$ cat config.mk
export PLATFORM = sky130hd
export DESIGN_NAME = dram_stream_unpacker
export DESIGN_NICKNAME = d
export VERILOG_FILES = /design/src/rtl/dram_stream_unpacker.sv
export SDC_FILE = /design/constraint.sdc
export NUM_CORES = 1
export LEC_CHECK = 0
export ABC_AREA = 1
export CAP_MARGIN = 20
export CORE_UTILIZATION = 55
export DETAILED_ROUTE_END_ITERATION = 10
export GPL_TIMING_DRIVEN = 0
export PLACE_DENSITY_LB_ADDON = 0.05
export SYNTH_ARGS = -nofsm -noshare
export SYNTH_HDL_FRONTEND = slang
export SYNTH_SLANG_ARGS = --single-unit
$ cat constraint.sdc
create_clock -name ACLK -period 8.64 [get_ports ACLK]
set_input_delay 1.728 -clock ACLK [delete_from_list [all_inputs] [get_ports ACLK]]
set_output_delay 1.728 -clock ACLK [all_outputs]
set_load 0.02 [all_outputs]
$ cat src/rtl/dram_stream_unpacker.sv
// Buffers 64-bit DRAM reader words in a small FIFO and re-emits them as little-endian OUT_BYTES beats with LAST.
// Optional build macro: DRAM_UNPACK_STALL_COUNT_EN adds the STALL_CYCLES output-stall counter.
module dram_stream_unpacker #(
    parameter int OUT_BYTES  = 1,
    parameter int DEPTH_LOG2 = 4
) (
    input  logic                   ACLK,
    input  logic                   ARESETN,
    input  logic                   CONFIG_VALID,
    output logic                   CONFIG_READY,
    input  logic [31:0]            CONFIG_NBYTES,
    input  logic [63:0]            IN_DATA,
    input  logic                   IN_VALID,
    output logic                   IN_READY,
    output logic [8*OUT_BYTES-1:0] OUT_DATA,
    output logic                   OUT_VALID,
    input  logic                   OUT_READY,
    output logic                   OUT_LAST,
`ifdef DRAM_UNPACK_STALL_COUNT_EN
    output logic [31:0]            STALL_CYCLES,
`endif
    output logic                   DEBUG_STATE
);

    localparam int BEAT_W     = 8 * OUT_BYTES;
    localparam int LANES      = 8 / OUT_BYTES;
    localparam int LANE_W     = (LANES > 1) ? $clog2(LANES) : 1;
    localparam int BYTES_LOG2 = $clog2(OUT_BYTES);
    localparam int DEPTH      = 1 << DEPTH_LOG2;

    localparam logic [LANE_W-1:0]   LAST_LANE = LANE_W'(LANES - 1);
    localparam logic [DEPTH_LOG2:0] FULL_CNT  = (DEPTH_LOG2 + 1)'(DEPTH);

    typedef enum logic {
        ST_IDLE = 1'b0,
        ST_RUN  = 1'b1
    } state_t;

    state_t state_q, state_d;

    logic [63:0]           mem [DEPTH];
    logic [DEPTH_LOG2-1:0] wr_ptr_q;
    logic [DEPTH_LOG2-1:0] rd_ptr_q;
    logic [DEPTH_LOG2:0]   count_q;
    logic [LANE_W-1:0]     lane_q;
    logic [31:0]           words_left_q;
    logic [31:0]           beats_left_q;

    logic        full;
    logic        empty;
    logic        push;
    logic        pop;
    logic        out_fire;
    logic        run_done;
    logic        cfg_accept;
    logic        cfg_load;
    logic [63:0] head_word;
    logic [31:0] lane_shift;
    logic        unused_nbytes_lsb;

    // Transfer length only has 128-byte granularity; the low bits are deliberately ignored.
    assign unused_nbytes_lsb = ^CONFIG_NBYTES[6:0];

    // FSM: IDLE accepts configuration, RUN moves one transfer through the FIFO.
    always_ff @(posedge ACLK or negedge ARESETN) begin
        if (!ARESETN) begin
            state_q <= ST_IDLE;
        end else begin
            state_q <= state_d;
        end
    end

    always_comb begin
        state_d      = state_q;
        CONFIG_READY = 1'b0;
        cfg_accept   = 1'b0;
        cfg_load     = 1'b0;
        case (state_q)
            ST_IDLE: begin
                CONFIG_READY = 1'b1;
                cfg_accept   = CONFIG_VALID;
                if (CONFIG_VALID && (CONFIG_NBYTES[31:7] != '0)) begin
                    cfg_load = 1'b1;
                    state_d  = ST_RUN;
                end
            end
            ST_RUN: begin
                if (run_done) begin
                    state_d = ST_IDLE;
                end
            end
            default: state_d = ST_IDLE;
        endcase
    end

    assign DEBUG_STATE = (state_q == ST_RUN);

    // Handshakes: a transfer happens on a rising edge where both valid and ready are high;
    // valid never waits for ready, and IN_READY depends on registered state only.
    assign full      = (count_q == FULL_CNT);
    assign empty     = (count_q == '0);
    assign IN_READY  = (state_q == ST_RUN) && !full && (words_left_q != '0);
    assign push      = IN_VALID && IN_READY;
    assign OUT_VALID = !empty;
    assign out_fire  = OUT_VALID && OUT_READY;
    assign pop       = out_fire && (lane_q == LAST_LANE);
    assign OUT_LAST  = OUT_VALID && (beats_left_q == 32'd1);
    assign run_done  = out_fire && OUT_LAST;

    assign head_word  = mem[rd_ptr_q];
    assign lane_shift = 32'(lane_q) * 32'(BEAT_W);
    // Storage is not reset, so the beat is forced to zero while nothing is buffered.
    assign OUT_DATA   = empty ? '0 : BEAT_W'(head_word >> lane_shift);

    always_ff @(posedge ACLK) begin
        if (push) begin
            mem[wr_ptr_q] <= IN_DATA;
        end
    end

    always_ff @(posedge ACLK or negedge ARESETN) begin
        if (!ARESETN) begin
            wr_ptr_q     <= '0;
            rd_ptr_q     <= '0;
            count_q      <= '0;
            lane_q       <= '0;
            words_left_q <= '0;
            beats_left_q <= '0;
        end else begin
            if (push) begin
                wr_ptr_q <= wr_ptr_q + 1'b1;
            end
            if (pop) begin
                rd_ptr_q <= rd_ptr_q + 1'b1;
            end
            case ({push, pop})
                2'b10:   count_q <= count_q + 1'b1;
                2'b01:   count_q <= count_q - 1'b1;
                default: count_q <= count_q;
            endcase

            if (cfg_load) begin
                words_left_q <= {3'b000, CONFIG_NBYTES[31:7], 4'b0000};
                beats_left_q <= {CONFIG_NBYTES[31:7], 7'b0000000} >> BYTES_LOG2;
                lane_q       <= '0;
            end else begin
                if (push) begin
                    words_left_q <= words_left_q - 32'd1;
                end
                if (out_fire) begin
                    beats_left_q <= beats_left_q - 32'd1;
                    lane_q       <= (lane_q == LAST_LANE) ? '0 : lane_q + 1'b1;
                end
            end
        end
    end

`ifdef DRAM_UNPACK_STALL_COUNT_EN
    logic [31:0] stall_q;

    always_ff @(posedge ACLK or negedge ARESETN) begin
        if (!ARESETN) begin
            stall_q <= '0;
        end else if (cfg_accept) begin
            stall_q <= '0;
        end else if ((state_q == ST_RUN) && OUT_VALID && !OUT_READY && (stall_q != '1)) begin
            stall_q <= stall_q + 32'd1;
        end
    end

    assign STALL_CYCLES = stall_q;
`else
    logic unused_cfg_accept;
    assign unused_cfg_accept = cfg_accept;
`endif

    // The final beat always consumes the last buffered word, so the run ends with an empty FIFO.
    a_last_drains_fifo: assert property (@(posedge ACLK) disable iff (!ARESETN)
        run_done |-> (count_q == 1) && (lane_q == LAST_LANE));

    a_idle_is_empty: assert property (@(posedge ACLK) disable iff (!ARESETN)
        (state_q == ST_IDLE) |-> empty);

    a_no_beat_underflow: assert property (@(posedge ACLK) disable iff (!ARESETN)
        out_fire |-> (beats_left_q != '0));

endmodule

==> results.md, run 1 <==
- CP max-delay cell: clkbuf_1
- YS warnings: 0
- Initial antenna violation count: 8
- Syn avg cell area: 10.8 um^2
- Syn Nets: 4606
- Postcts setup bufs: 0
- Final antenna-violating net count: 0
- Chip Height: 299 um
- Final number of max-transition violations: 0
- Max Fclk: 152 MHz
- Worst EP arrival: 4870 ps
- CP Data Required Time: 6910 ps
- Syn-to-layout area delta: 15.5%
- Cell Area, Synth: 0.0484 mm^2
- Core Footprint: 0.0869 mm^2
- Ys async rst share: 7.33%
- Clock tree buffer depth: 3
- Outcome: complete, no violations
- Most common cell after layout, fill and taps aside: nand2_1
- Peak supply drop: 0.000299 V
- Post-synth EDFFs: 1024
- Die X: 299 um
- Largest stage delay, worst path: 850 ps
- # setup viols final: 0
- Clk Latency, worst-skew pair: 720 ps
- Worst r2r src: words_left_q[0]
- Highest-count cells in the layout ignoring fill and taps: nand2_1 (1048), edfxtp_1 (1024), nand3_1 (781), inv_1 (510), nor2_1 (310)
- Fillers: 6696
- Detailed Routing Iterations Pass 1: 9
- Final hold vios: 0
- Worst-Margin Slew: 1200 ps
- Final period util: 76.3%
- CP Buf/Inv Count: 4
- Post-synthesis cell type count: 43
- CP top delay family: buffers and inverters
- Buffers added on ports: 106
- Worst R2R Path Depth: 11
- Clock Skews: 26.8 ps
- Final HPWL DP: 106000 um
- Clock transition at the registers of the reported paths: 60 ps
- Vias: 35237
- Register area share after synthesis: 67.8%
- Drt total wl: 153000 um
- Stages on worst setup path: 10
- Post-synthesis cell count: 4491
- R2r endpoint: mem[14][44]
- Critical Path Source Type: register
- Crit-path most repeated cell: nand3_1
- Hold Slack: 488 ps
- Iter 0 DRT Violations: 4730
- WL/cell: 25.4 um
- Yosys reg bits: 1105
- Critical path origin: rd_ptr_q[3]
- Clock Sinks: 1105
- Post-route DRC: 0
- Placed cell count: 5814
- Clock root buffer: clkbuf_16
- MaxCap Viol Count: 0
- Pin count of the biggest net entering global routing: 50
- Setup slack, reg-to-reg: 5340 ps
- Vias per Instance: 5.84
- Total Nets Final: 4894
- Period minus WS final: 6590 ps
- CP endpoint: OUT_DATA[2]
- P_leak: 22.1 nW
- Routability cong.: 0.957
- Hold-fix buffers, CTS: 0
- GRT Overall Usage: 34.4%
- Pwr Density: 349 mW/mm^2
- CP cell instances: inv_1, clkbuf_1, clkbuf_1, nand3_1, nand3_1, nand3_1, nand3_1, nand2_1, nor2_1, clkdlybuf4s50_1
- Post-CTS sizing: 0
- Full die area: 0.0891 mm^2
- Fraction of layout cells with a size suffix above 1: 9.29%
- Vias in the first global route: 33067
- Most common flop cell mapped by yosys: edfxtp_1
- HP Class: register to register
- I/O pins: 114
- Slew margin rel.: 19.7%
- FP Rows: 108
- # H-tree levels: 3
- RSZ-0062 raised after global routing: false
- CP Class: register to output pin
- Total congestion overflow: 0
- CTS tree: yes
- CTS buffer count: 114
- Global-route wire length before repair: 221000 um
- Crit. End Element: output pin
- Initial core utilization: 55.7%
- Critical path fanouts, max: 10
- Finished Layout Cells: 6036
## routing by layer
| metal | global-route usage [%] | share of wire [%] |
|---|---|---|
| met1 | 48.3 | 39 |
| met4 | 15.0 | 4.1 |
| met5 | 0 | 0.011 |
| met3 | 7.50 | 12 |
| met2 | 52.0 | 44 |
## worst min path at each step
stage               startpoint              end  slack (ps)  cells past startpoint
2_1_floorplan  beats_left_q[3]  beats_left_q[3]         450                      1
3_3_place_gp   beats_left_q[3]  beats_left_q[3]         470                      1
3_5_place_dp   beats_left_q[3]  beats_left_q[3]         480                      1
4_1_cts        beats_left_q[3]  beats_left_q[3]         490                      1
5_1_grt        beats_left_q[3]  beats_left_q[3]         520                      1
6_report       beats_left_q[3]  beats_left_q[3]         490                      1
## cells by family (layout without fill, tap and decap cells)
family | Yosys count | after routing | share of synthesized area, %
simple gates | 2298 | 2298 | 20.7
xor+xnor | 55 | 55 | 0.996
compound gates | 262 | 262 | 3.28
other cells | 0 | 4 | 0
flops | 1105 | 1105 | 67.8
fa+ha+maj | 14 | 14 | 0.362
buf+inv | 757 | 1143 | 6.90
## sequential cells by signal, indices dropped and copies added (netlist names)
| signal | cells |
|---|---|
| rd_ptr_q | 4 |
| wr_ptr_q | 4 |
| lane_q | 3 |
| mem | 1024 |
| count_q | 5 |
| beats_left_q | 32 |
| words_left_q | 32 |
| DEBUG_STATE | 1 |
## synthesized netlist by cell type (2+ instances only)
cell	n	share of area, %
or2_1	19	0.25
nand3_1	781	8.1
edfxtp_1	1024	64
inv_1	510	4.0
o21ai_0	101	1.0
xnor2_1	21	0.38
clkbuf_2	3	0.031
buf_2	66	0.68
nor2_1	324	2.5
dfrtp_1	81	4.2
ha_1	14	0.36
nand3b_1	5	0.078
nor3b_1	2	0.031
a21oi_1	8	0.083
nor4_1	7	0.091
xor2_1	34	0.62
nor4_2	2	0.052
nand2_1	1048	8.1
nand4_1	8	0.10
nor3_1	20	0.21
or2_0	13	0.17
buf_4	23	0.36
buf_1	27	0.21
o211ai_1	106	1.6
o21ai_1	42	0.43
nor2_4	3	0.070
buf_6	43	1.0
or2_2	52	0.67
inv_2	6	0.047
nor2_2	9	0.12
clkbuf_1	77	0.60
## worst register-to-register path, cell delays in order (launching register included)
cell and delay (ps):
dfrtp_1 330, inv_1 70, ha_1 270, nand2_1 150
nor2_2 100, nand4_1 140, nand3_4 200, inv_2 250
nand2_1 290, nor2_4 650, buf_12 270, buf_12 230
## per-stage QoR
step	util [%]	setup slack [ps]	power [mW]	TNS, ps	cell area, um^2
after floorplan	-	1680	11.2	0	48400
after global placement	58.5	-5300	14.3	-1318430	50900
after detailed placement	60.0	3080	14.5	0	52100
after CTS	64.2	2330	19.3	0	55800
after global routing	64.3	2070	20.2	0	55900
final	64.3	2050	19.5	0	55900
## power breakdown
part           switching [mW]  internal, mW  total [mW]
clock network            2.07          2.78        4.85
registers               0.279          6.52        6.80
logic                    5.65          2.22        7.87
## cell type report
type | count | area, um^2 | share of cell area, %
Buffer | 239 | 1390 | 2.49
Inverter | 518 | 1950 | 3.48
Tap cell | 1155 | 1450 | 2.59
Antenna cell | 4 | 10.0 | 0.0179
Timing Repair Buffer | 172 | 2270 | 4.07
Multi-Input combinational cell | 2629 | 12400 | 22.1
Clock buffer | 158 | 3150 | 5.64
Clock inverter | 56 | 513 | 0.918
Sequential cell | 1105 | 32800 | 58.7
(Power assumes the default switching activity.)
==> inputs of run 2 (changes only) <==
clock period = 5.8 ns   (was 8.64 ns; I/O delays follow)
==> run 2 against run 1 <==
The flow now finishes with violations (setup timing). Clock power grew 49%. Total power grew 49%. Critical path depth grew 2. Wire length grew 0.16%. Setup slack lost 2100 ps. Worst hold slack lost 52 ps. Sequential power grew 49%. First-iteration DRC count shrank 2.4%. Combinational power grew 49%. Via count shrank 0.55%. Sequential cell count is the same.
==> results.md, run 2 (same netlist as run 1, synthesis figures left out) <==
- CP cell instances: inv_2, buf_2, buf_1, nand3_1, nand3_1, nand3_1, nand3_1, nand3_1, nand3_1, nand2_1, nor2_1, clkdlybuf4s50_1
- Hold-fix buffers, CTS: 0 (unchanged)
- Largest stage delay, worst path: 720 ps (-130 ps)
- Chip Height: 299 um (unchanged)
- Final hold vios: 0 (unchanged)
- Final period util: 101%
- Period minus WS final: 5850 ps
- Global-route wire length before repair: 221000 um (unchanged)
- Crit-path most repeated cell: nand3_1
- Initial antenna violation count: 8 (unchanged)
- Final HPWL DP: 106000 um (unchanged)
- Final antenna-violating net count: 0 (unchanged)
- Critical path fanouts, max: 10 (unchanged)
- Multi-input logic area: 0.0124 mm^2 (unchanged)
- Critical path origin: rd_ptr_q[1]
- Full die area: 0.0891 mm^2 (unchanged)
- CP max-delay cell: buf_1
- Final number of max-transition violations: 0 (unchanged)
- CP Class: register to output pin
- Fraction of layout cells with a size suffix above 1: 9.31% (+0.022 points)
- Drt total wl: 154000 um (+0.16%)
- # H-tree levels: 3 (unchanged)
- Worst R2R Path Depth: 11 (unchanged)
- Clock Sinks: 1105 (unchanged)
- Clock tree buffer depth: 3 (unchanged)
- Setup WS pre-CTS: 803 ps (-2270 ps)
- Clock transition at the registers of the reported paths: 60 ps (about the same)
- # setup viols final: 1 (+1)
- Outcome: complete, but fails checks
- Area after DPL: 0.0521 mm^2 (unchanged)
- Pin count of the biggest net entering global routing: 50 (unchanged)
- Post-CTS sizing: 0 (unchanged)
- Total Nets Final: 4893 (-0.020%)
- Die X: 299 um (unchanged)
- Slew margin rel.: 18.8% (-0.95 points)
- Setup WS post-layout: -54.1 ps (-2100 ps)
- Final non-filler cell area: 0.0559 mm^2 (about the same)
- Iter 0 DRT Violations: 4615 (-2.4%)
- Most common cell after layout, fill and taps aside: nand2_1
- Initial core utilization: 55.7% (unchanged)
- Critical Path Source Type: register
- Setup slack, reg-to-reg: 2500 ps (-2840 ps)
- MaxCap Viol Count: 0 (unchanged)
- Post-route DRC: 0 (unchanged)
- CP Data Required Time: 4640 ps (-2270 ps)
- Detailed Routing Iterations Pass 1: 6 (-3)
- Worst-Margin Slew: 1220 ps (+14.2 ps)
- Vias: 35044 (-0.55%)
- Largest Register: mem
- Reg area: 0.0328 mm^2 (unchanged)
- Syn-to-layout area delta: 15.5% (about the same)
- Clock Skews: 25.3 ps (-1.53 ps)
- Pwr Density: 521 mW/mm^2 (+49%)
- CTS buffer count: 114 (unchanged)
- Core Footprint: 0.0869 mm^2 (unchanged)
- Clock root buffer: clkbuf_16
- WL/cell: 25.5 um (+0.16%)
- CP top delay family: buffers and inverters
- Total congestion overflow: 0 (unchanged)
- CP Buf/Inv Count: 4 (unchanged)
- FP Rows: 108 (unchanged)
- Number of flip-flops in the largest register: 1024 (unchanged)
- Crit. End Element: output pin
- RSZ-0062 raised after global routing: false
- P_leak: 22.1 nW (about the same)
- Worst EP arrival: 4690 ps (-180 ps)
- Max Fclk: 171 MHz
- I/O pins: 114 (unchanged)
- Final Core Density: 64.3% (about the same)
- Vias in the first global route: 33067 (unchanged)
- Routability cong.: 0.957 (unchanged)
- GRT Overall Usage: 34.4% (unchanged)
- Failing checks: setup timing
- HP Class: input port to asynchronous set/reset pin
- CTS tree: yes
- Stages on worst setup path: 12 (+2)
- Setup TNS: -54.1 ps (-54.1 ps)
- Peak supply drop: 0.000445 V (+49%)
- Clk Latency, worst-skew pair: 720 ps (about the same)
- Postcts setup bufs: 0 (unchanged)
- Vias per Instance: 5.81 (-0.55%)
- Fillers: 6697 (+0.015%)
- Pwr Total: 29.1 mW (+49%)
- Worst r2r src: words_left_q[0]
- Top Registers: mem x1024, beats_left_q x32, words_left_q x32
- Buffers added on ports: 106 (unchanged)
- Highest-count cells in the layout ignoring fill and taps: nand2_1 (1048), edfxtp_1 (1024), nand3_1 (781), inv_1 (510), nor2_1 (310)
-- run 2: metal layers --
layer  track usage [%]  up-vias  wire, um
met5                 0        -        17
met4              15.0        4      6090
met3              7.50      336     18500
met2              52.0     2158     68500
met1              48.3    16791     60600
li1                  -    15755         -
-- run 2: metrics by stage --
| step | std cells | hold slack, ps |
|---|---|---|
| after floorplan | 4491 | 454 |
| after global placement | 5752 | 473 |
| after detailed placement | 5814 | 477 |
| after CTS | 6028 | 425 |
| after global routing | 6035 | 465 |
| final | 6036 | 436 |
-- run 2: worst reg2reg max path: stages (launching register included) --
cell,delay (ps)
dfrtp_1,330
inv_1,70
ha_1,270
nand2_1,150
nor2_2,100
nand4_1,140
nand3_4,200
inv_2,250
nand2_1,290
nor2_4,660
buf_12,260
buf_12,230
-- run 2: final cells by class --
cell class | instances | area share [%]
buffer | 238 | 2.50
sequential | 1105 | 58.7
inverter | 518 | 3.48
antenna | 5 | 0.0224
timing repair buffer | 172 | 4.07
multi-input combinational | 2629 | 22.1
clock buffer | 158 | 5.64
tap | 1155 | 2.59
clock inverter | 56 | 0.918
-- run 2: worst paths after layout --
path                                   end
setup / recovery               OUT_DATA[2]
hold / removal                 rd_ptr_q[0]
setup reg to reg                mem[6][41]
hold reg to reg            beats_left_q[3]
max in group asynchronous       count_q[1]
min in group ACLK          beats_left_q[3]
-- run 2: power by group --
| group | leakage, nW | switching (mW) | internal [mW] |
|---|---|---|---|
| combinational | 9.99 | 8.41 | 3.31 |
| clock | 1.79 | 3.09 | 4.14 |
| sequential | 10.3 | 0.416 | 9.71 |
